`src/rtl/ram_arb_pkg.sv`:
```
// ---------------------------------------------------------------------------
// ram_arb_pkg
// Shared definitions for the two-client RAM read arbiter: client indices and
// the round-robin priority pointer type.
// ---------------------------------------------------------------------------
package ram_arb_pkg;

   localparam int CLIENT0 = 0;
   localparam int CLIENT1 = 1;
   localparam int NCLIENT = 2;

   // Names the client that wins the next tie.
   typedef enum logic {
      PRIO_C0 = 1'b0,
      PRIO_C1 = 1'b1
   } prio_t;

   // After a grant the other client gets priority.
   function automatic prio_t prio_after(input int granted);
      return (granted == CLIENT0) ? PRIO_C1 : PRIO_C0;
   endfunction

endpackage

```
`src/rtl/rsp_slot.sv`:
```
// ---------------------------------------------------------------------------
// rsp_slot
// Per-client response slot. Tracks the single read this client may have in
// flight, captures the RAM data one cycle after the grant and holds it until
// the client consumes it.
//
// Ports:
//   clk, reset    clock, synchronous active-high reset
//   req_valid_i   client presents a read request
//   grant_i       arbiter granted this client in the current cycle
//   rsp_ready_i   client consumes the response this cycle
//   ram_do_i      registered RAM read data
//   eligible_o    client may be granted this cycle
//   rsp_valid_o   response register holds unconsumed data
//   rsp_data_o    response data
// ---------------------------------------------------------------------------
module rsp_slot
   import ram_arb_pkg::*;
#(
   parameter int DWIDTH = 16
) (
   input  logic              clk,
   input  logic              reset,
   input  logic              req_valid_i,
   input  logic              grant_i,
   input  logic              rsp_ready_i,
   input  logic [DWIDTH-1:0] ram_do_i,
   output logic              eligible_o,
   output logic              rsp_valid_o,
   output logic [DWIDTH-1:0] rsp_data_o
);

   logic              inflight_q,  inflight_d;
   logic              rsp_valid_q, rsp_valid_d;
   logic [DWIDTH-1:0] rsp_data_q,  rsp_data_d;

   // A new grant is only possible when the response register is empty or
   // being drained in the same cycle, so the capture never overwrites
   // unconsumed data.
   assign eligible_o = req_valid_i & ~inflight_q & (~rsp_valid_q | rsp_ready_i);

   always_comb begin
      // The flag lives exactly one cycle: the cycle in which ram_do is valid.
      inflight_d  = grant_i;
      rsp_valid_d = rsp_valid_q;
      rsp_data_d  = rsp_data_q;
      if (rsp_valid_q && rsp_ready_i) begin
         rsp_valid_d = 1'b0;
      end
      // Capture takes precedence over the consume-clear at the same edge.
      if (inflight_q) begin
         rsp_valid_d = 1'b1;
         rsp_data_d  = ram_do_i;
      end
   end

   always_ff @(posedge clk) begin
      if (reset) begin
         inflight_q  <= 1'b0;
         rsp_valid_q <= 1'b0;
         rsp_data_q  <= '0;
      end else begin
         inflight_q  <= inflight_d;
         rsp_valid_q <= rsp_valid_d;
         rsp_data_q  <= rsp_data_d;
      end
   end

   assign rsp_valid_o = rsp_valid_q;
   assign rsp_data_o  = rsp_data_q;

endmodule

```
`src/rtl/ram_rd_arbiter.sv`:
```
// ---------------------------------------------------------------------------
// ram_rd_arbiter
// Shares one RAM read port between two clients with round-robin arbitration.
// Fixed latency of two cycles from request handshake to rsp_valid.
//
// Ports:
//   clk, reset                  clock, synchronous active-high reset
//   cN_req_valid/addr/ready     request channel of client N
//   cN_rsp_valid/data/ready     response channel of client N
//   ram_rden, ram_rdaddr        RAM read port (address held when idle)
//   ram_do                      RAM registered read data (1-cycle latency)
// ---------------------------------------------------------------------------
module ram_rd_arbiter
   import ram_arb_pkg::*;
#(
   parameter int DWIDTH = 16,
   parameter int AWIDTH = 7
) (
   input  logic              clk,
   input  logic              reset,
   input  logic              c0_req_valid,
   input  logic [AWIDTH-1:0] c0_req_addr,
   output logic              c0_req_ready,
   output logic              c0_rsp_valid,
   output logic [DWIDTH-1:0] c0_rsp_data,
   input  logic              c0_rsp_ready,
   input  logic              c1_req_valid,
   input  logic [AWIDTH-1:0] c1_req_addr,
   output logic              c1_req_ready,
   output logic              c1_rsp_valid,
   output logic [DWIDTH-1:0] c1_rsp_data,
   input  logic              c1_rsp_ready,
   output logic              ram_rden,
   output logic [AWIDTH-1:0] ram_rdaddr,
   input  logic [DWIDTH-1:0] ram_do
);

   logic [NCLIENT-1:0] req_valid;
   logic [NCLIENT-1:0] rsp_ready;
   logic [NCLIENT-1:0] eligible;
   logic [NCLIENT-1:0] grant;
   logic [NCLIENT-1:0] rsp_valid;
   logic [AWIDTH-1:0]  req_addr  [NCLIENT];
   logic [DWIDTH-1:0]  rsp_data  [NCLIENT];

   prio_t             prio_q,   prio_d;
   logic [AWIDTH-1:0] rdaddr_q, rdaddr_d;

   assign req_valid         = {c1_req_valid, c0_req_valid};
   assign rsp_ready         = {c1_rsp_ready, c0_rsp_ready};
   assign req_addr[CLIENT0] = c0_req_addr;
   assign req_addr[CLIENT1] = c1_req_addr;

   // One response slot per client.
   for (genvar gi = 0; gi < NCLIENT; gi++) begin : g_slot
      rsp_slot #(
         .DWIDTH (DWIDTH)
      ) u_slot (
         .clk         (clk),
         .reset       (reset),
         .req_valid_i (req_valid[gi]),
         .grant_i     (grant[gi]),
         .rsp_ready_i (rsp_ready[gi]),
         .ram_do_i    (ram_do),
         .eligible_o  (eligible[gi]),
         .rsp_valid_o (rsp_valid[gi]),
         .rsp_data_o  (rsp_data[gi])
      );
   end

   // Grant: a lone eligible client wins outright; on a tie the pointer decides.
   always_comb begin
      grant = '0;
      if (!reset) begin
         if (eligible[CLIENT0] && (!eligible[CLIENT1] || prio_q == PRIO_C0)) begin
            grant[CLIENT0] = 1'b1;
         end else if (eligible[CLIENT1]) begin
            grant[CLIENT1] = 1'b1;
         end
      end
   end

   // Pointer and RAM address follow the grant; the address holds when idle.
   always_comb begin
      prio_d   = prio_q;
      rdaddr_d = rdaddr_q;
      if (grant[CLIENT0]) begin
         prio_d   = prio_after(CLIENT0);
         rdaddr_d = req_addr[CLIENT0];
      end else if (grant[CLIENT1]) begin
         prio_d   = prio_after(CLIENT1);
         rdaddr_d = req_addr[CLIENT1];
      end
   end

   always_ff @(posedge clk) begin
      if (reset) begin
         prio_q   <= PRIO_C0;
         rdaddr_q <= '0;
      end else begin
         prio_q   <= prio_d;
         rdaddr_q <= rdaddr_d;
      end
   end

   assign ram_rden     = |grant;
   assign ram_rdaddr   = rdaddr_d;

   assign c0_req_ready = grant[CLIENT0];
   assign c1_req_ready = grant[CLIENT1];
   assign c0_rsp_valid = rsp_valid[CLIENT0];
   assign c1_rsp_valid = rsp_valid[CLIENT1];
   assign c0_rsp_data  = rsp_data[CLIENT0];
   assign c1_rsp_data  = rsp_data[CLIENT1];

endmodule

```
`config.mk`:
```
export PLATFORM = sky130hd
export DESIGN_NAME = ram_rd_arbiter
export DESIGN_NICKNAME = d
export VERILOG_FILES = /design/src/rtl/ram_arb_pkg.sv /design/src/rtl/rsp_slot.sv /design/src/rtl/ram_rd_arbiter.sv
export SDC_FILE = /design/constraint.sdc
export NUM_CORES = 1
export LEC_CHECK = 0
export BUFFER_PORTS_ARGS = -buffer_cell sky130_fd_sc_hd__buf_2
export CAP_MARGIN = 20
export CELL_PAD_IN_SITES_DETAIL_PLACEMENT = 2
export CELL_PAD_IN_SITES_GLOBAL_PLACEMENT = 2
export CORE_MARGIN = 2
export CORE_UTILIZATION = 25
export CTS_BUF_LIST = sky130_fd_sc_hd__clkbuf_16
export DETAILED_ROUTE_END_ITERATION = 6
export PLACE_DENSITY = 0.83
export SLEW_MARGIN = 20
export SYNTH_ARGS = -nofsm -noshare
export SYNTH_HDL_FRONTEND = slang
export SYNTH_HIERARCHICAL = 1
export SYNTH_SLANG_ARGS = --single-unit
```
`constraint.sdc`:
```
create_clock -name clk -period 2.9 [get_ports clk]
set_input_delay 0.145 -clock clk [delete_from_list [all_inputs] [get_ports clk]]
set_output_delay 0.145 -clock clk [all_outputs]
set_load 0.02 [all_outputs]
```
# Word-level counts from Yosys, hierarchy flattened
# Cells that the tools add are included.
# op_classes
n_mux,12
n_bitwise,11
reduce_logical,9
# op_table
cell,count
7-bit two-way mux,2
1-bit two-way mux,9
2-bit nonzero test,3
1-bit NOT,5
1-bit AND,4
1-bit logical AND,3
2-bit two-way mux,1
1-bit bitwise OR,2
2-bit OR reduction,1
1-bit logical NOT,1
1-bit logical OR,1
# totals
reg_bits,44
input_bits,36

# Logic depth before layout (Yosys ltp)
# depth
ltp_word,10
ltp_mapped,9
depth_no_buf,5

# Hierarchy
# Netlist, hierarchy kept.
# by_module_without_submodules
mod,n_inst,cells_each,area_each_um2,seq_area_each_um2
rsp_slot,2,58,651.9,360.3
ram_rd_arbiter,1,68,598.1,160.2

# Worst setup path before layout
# No wires, ideal clock.
# synth_timing
kind,flip-flop to output port
startpoint,reg g_slot[0].u_slot.inflight_q
endpoint,out ram_rdaddr[0]
arrival_time_ns,1.805
required_time_ns,2.755
slack_ns,0.950
path_stages_with_launch,10
n_path_buf,5
path_cell_list,dfxtp_1 > buf_6 > buf_12 > nor3b_1 > buf_6 > nand2b_4 > buf_6 > and3_4 > buf_6 > a221o_1
# synth_between
elab_chain_len,8
elab_cells_between_ends,9
# synth_lines
element,line,rtl
from (decl),rsp_slot.sv:33,"logic inflight_q, inflight_d;"
from (signal assigned),rsp_slot.sv:63,inflight_q <= inflight_d;
1-bit NOT,rsp_slot.sv:40,assign eligible_o = req_valid_i & ~inflight_q & (~rsp_valid_q | rsp_ready_i);
1-bit AND (2 in a row),rsp_slot.sv:40,
via eligible[0],ram_rd_arbiter.sv:40,logic [NCLIENT-1:0] eligible;
1-bit logical AND,ram_rd_arbiter.sv:75,if (eligible[CLIENT0] && (!eligible[CLIENT1] || prio_q == PRIO_C0)) begin
1-bit two-way mux,ram_rd_arbiter.sv:75,
2-bit two-way mux,ram_rd_arbiter.sv:74,if (!reset) begin
via c1_req_ready,ram_rd_arbiter.sv:29,"output logic c1_req_ready,"
7-bit two-way mux,ram_rd_arbiter.sv:90,end else if (grant[CLIENT1]) begin
7-bit two-way mux,ram_rd_arbiter.sv:87,if (grant[CLIENT0]) begin
to (decl),ram_rd_arbiter.sv:34,"output logic [AWIDTH-1:0] ram_rdaddr,"
# The timed path passes the listed nets, and every way through them passes these cells.

# Final worst setup path
# layout_timing
startpoint,reg g_slot[1].u_slot.rsp_valid_q
endpoint,out ram_rdaddr[1]
# layout_between
elab_chain_len,10
elab_cells_between_ends,12
# layout_lines
element,line,rtl
from (decl),rsp_slot.sv:34,"logic rsp_valid_q, rsp_valid_d;"
from (signal assigned),rsp_slot.sv:64,rsp_valid_q <= rsp_valid_d;
1-bit NOT (*),rsp_slot.sv:40,
1-bit bitwise OR (*),rsp_slot.sv:40,
1-bit AND (*),rsp_slot.sv:40,
via eligible[1],ram_rd_arbiter.sv:40,
1-bit logical NOT,ram_rd_arbiter.sv:75,
1-bit logical OR,ram_rd_arbiter.sv:75,
1-bit logical AND,ram_rd_arbiter.sv:75,
1-bit two-way mux,ram_rd_arbiter.sv:75,
2-bit two-way mux (*),ram_rd_arbiter.sv:74,
7-bit two-way mux,ram_rd_arbiter.sv:90,
7-bit two-way mux (*),ram_rd_arbiter.sv:87,
# Mark *: on every way through the listed nets, which the timed path passes. The rest lies on a longest branch.

==> results.cfg <==
[setup_path]
path_cells = nor2b_1, nor3b_2, buf_4, inv_2, o211a_1, a221o_1, buf_2
cp.depth = 7
worstPathRequired_ns = 2.76
crit_start = g_slot[1].u_slot/rsp_valid_o
crit_buf_inv = 3
end_kind = output port
reg2reg_slack_ns = 1.31
arrival_ns = 2.14
cp-start-kind = flip-flop
cpLargestDelayFamily = compound AO/OA/AOI/OAI gates
crit_type = reg2out
crit_fanout = 17
critical_path.max_stage_delay_ns = 0.40
r2r-start = g_slot[1].u_slot/rsp_valid_o
reg2reg_depth = 6
cp_slowest_cell = a221o_1
r2r-end = g_slot[0].u_slot/inflight_q

[final_layout]
drive_gt1_share_pct = 37.7
fin_nets = 295
syn2layout_area_growth_pct = 30.6
stdcell_area_sq_mm = 0.00248
final_common_cell = buf_2
most-common-layout-cells = 79 x buf_2, 44 x dfxtp_1, 32 x mux2i_1, 32 x nor2_1, 8 x a21oi_1
diodes = 0

[clock_tree]
clk_pin_slew_ns = 0.06
insertion_delay_ns = 0.28
cts_sinks = 44
cts_buffers = 5
post_cts_buffers = 0
clockBufferDepth = 2
cts_root_buf = clkbuf_16
holdBufCountCts = 0
cts_tree = built
cts_repair_resize_count = 0
htree_levels = 2

[logic_synthesis]
synth_warnings = 6
ys_seq_area_share_pct = 46.3
syn_inst = 184
synth_area_sq_mm = 0.00190
ys_seq_elements = 44
avgSynthCellArea_sq_um = 10.3
synth_nets = 220
ys_types = 23

[route]
drt_wl_total_um = 5620
vias = 1649
drtPass1Iterations = 4
drtIter0Drc = 33
ant_nets = 0
wire_per_inst_um = 15.6
drt-vias-per-instance = 4.59
post-route-drc-count = 0

[hold_path]
hold_path_class = in2reg
hold_end = g_slot[1].u_slot/rsp_data_o[12]
hold_start = ram_do[12]
holdPathStages = 3

[grt]
grt_overflow = 0
grt_max_degree = 26
antenna_found_initial = 0
grt_pass1_vias = 1727
gr-usage-all-layers_pct = 13.7
grt_pass1_wl_um = 9140

[die]
start_util_pct = 26.1
rows = 31
die_h_um = 91.2
core_area_sq_mm = 0.00729
io_pins = 80
die_area_sq_mm = 0.00832
fp.dieW_um = 91.2

[sta]
timing.fmax_mhz = 437
slew_violations = 0
min_period_ns = 2.29
rsz0062_at_grt = false
worstMarginPinSlew_ns = 0.582
skew_ns = 0.00191
finalHoldViolCount = 0
finalCritPeriodShare_pct = 78.9
relSlewSlack_pct = 61.1
finalSetupViolations = 0
whs_ns = 0.123
setup_tns_ns = 0

[placement]
gp_congestion = 0.715
placed_area_sq_mm = 0.00232
dpl.hpwl_um = 4160
numPortBuffers = 79

[power_and_ir_drop]
static-leakage-power_nw = 1.10
p_switching_mw = 0.365
p_comb_share_pct = 14.9
power.internal_mw = 1.12
vdd_drop_max_v = 0.000345
pwr-share-clk_pct = 41.9
power.share.sequential_pct = 43.2
power.density_mw_per_mm2 = 597
swShare_pct = 24.6

[status]
status = complete, no violations

[flow_run]
cap_violations = 0
-- flip-flops by register name, indices dropped and copies added (netlist names) --
| signal | cells |
|---|---|
| g_slot.u_slot/inflight_q | 2 |
| g_slot.u_slot/rsp_data_o | 32 |
| g_slot.u_slot/rsp_valid_o | 2 |
| prio_q | 1 |
| rdaddr_q | 7 |
-- metal layers --
metal / wire [um] / vias to the layer above / part of all wire, % / global-route usage (%)
met5: 0 / - / 0 / 0
met4: 29 / 0 / 0.52 / 3.03
met2: 2740 / 46 / 49 / 22.8
li1: - / 797 / - / -
met1: 2560 / 804 / 46 / 17.7
met3: 287 / 2 / 5.1 / 3.90
-- logic make-up (layout without fill, tap and decap cells) --
logic type,after synthesis,count (layout),share of synthesized area (%)
and+or+nand+nor,55,55,15.0
DFF,44,44,46.3
AOI/OAI and AO/OA,33,33,13.3
muxes,32,32,16.8
buffers and inverters,20,96,8.55
-- through the flow --
step | setup WS (ns) | utilization (%) | power (mW) | std cells
finish | 0.612 | 34.1 | 1.48 | 359
global route | 0.487 | 34.1 | 1.56 | 359
CTS | 0.587 | 34.1 | 1.51 | 359
detailed placement | 0.900 | 31.8 | 0.878 | 351
global placement | 0.954 | 31.8 | 0.868 | 351
floorplan | 0.950 | - | 0.804 | 184
-- worst reg2reg max path: cells and delay by family (launching register included) --
| kind | cells | cell delay (ns) |
|---|---|---|
| flops | 1 | 0.31 |
| compound gates | 1 | 0.35 |
| simple gates | 3 | 0.48 |
| buf+inv | 2 | 0.35 |
-- layout make-up --
class / instances / area, sq um
Fill cell: 859 / 4810
Inverter: 4 / 15.0
Clock buffer: 5 / 125
Tap cell: 99 / 124
Sequential cell: 44 / 881
Multi-Input combinational cell: 120 / 868
Clock inverter: 3 / 37.5
Timing Repair Buffer: 84 / 433
-- worst max-delay path by stage --
stage / endpoint
after global placement: ram_rdaddr[1]
after detailed placement: ram_rdaddr[1]
after floorplan: ram_rdaddr[0]
after CTS: ram_rdaddr[1]
final: ram_rdaddr[1]
after global routing: ram_rdaddr[1]
-- power by group through the flow --
stage	clock network, mW	registers (mW)	logic, mW
final	0.621	0.640	0.220
after global routing	0.672	0.643	0.241
after CTS	0.650	0.640	0.225
after detailed placement	0	0.654	0.224
after global placement	0	0.652	0.216
after floorplan	0	0.670	0.134
-- synthesized netlist by cell type --
cell type | instances | share of area, %
buf_4 | 1 | 0.39
nor2_1 | 32 | 6.3
o2111ai_1 | 7 | 3.2
o21bai_1 | 1 | 0.39
a21oi_1 | 8 | 2.1
a31oi_1 | 7 | 2.3
nand2_1 | 1 | 0.20
buf_2 | 5 | 1.3
buf_6 | 6 | 3.6
a221o_1 | 7 | 3.7
and3_4 | 1 | 0.59
inv_1 | 2 | 0.39
dfxtp_1 | 44 | 46
o211a_1 | 1 | 0.53
nand2b_4 | 1 | 0.72
nor2b_1 | 4 | 1.3
and2_1 | 7 | 2.3
mux2i_1 | 32 | 17
clkbuf_1 | 2 | 0.39
inv_2 | 2 | 0.39
nor3b_1 | 9 | 3.6
buf_12 | 2 | 2.1
o21ba_2 | 2 | 1.1
Power figures use the tool's default switching activity.
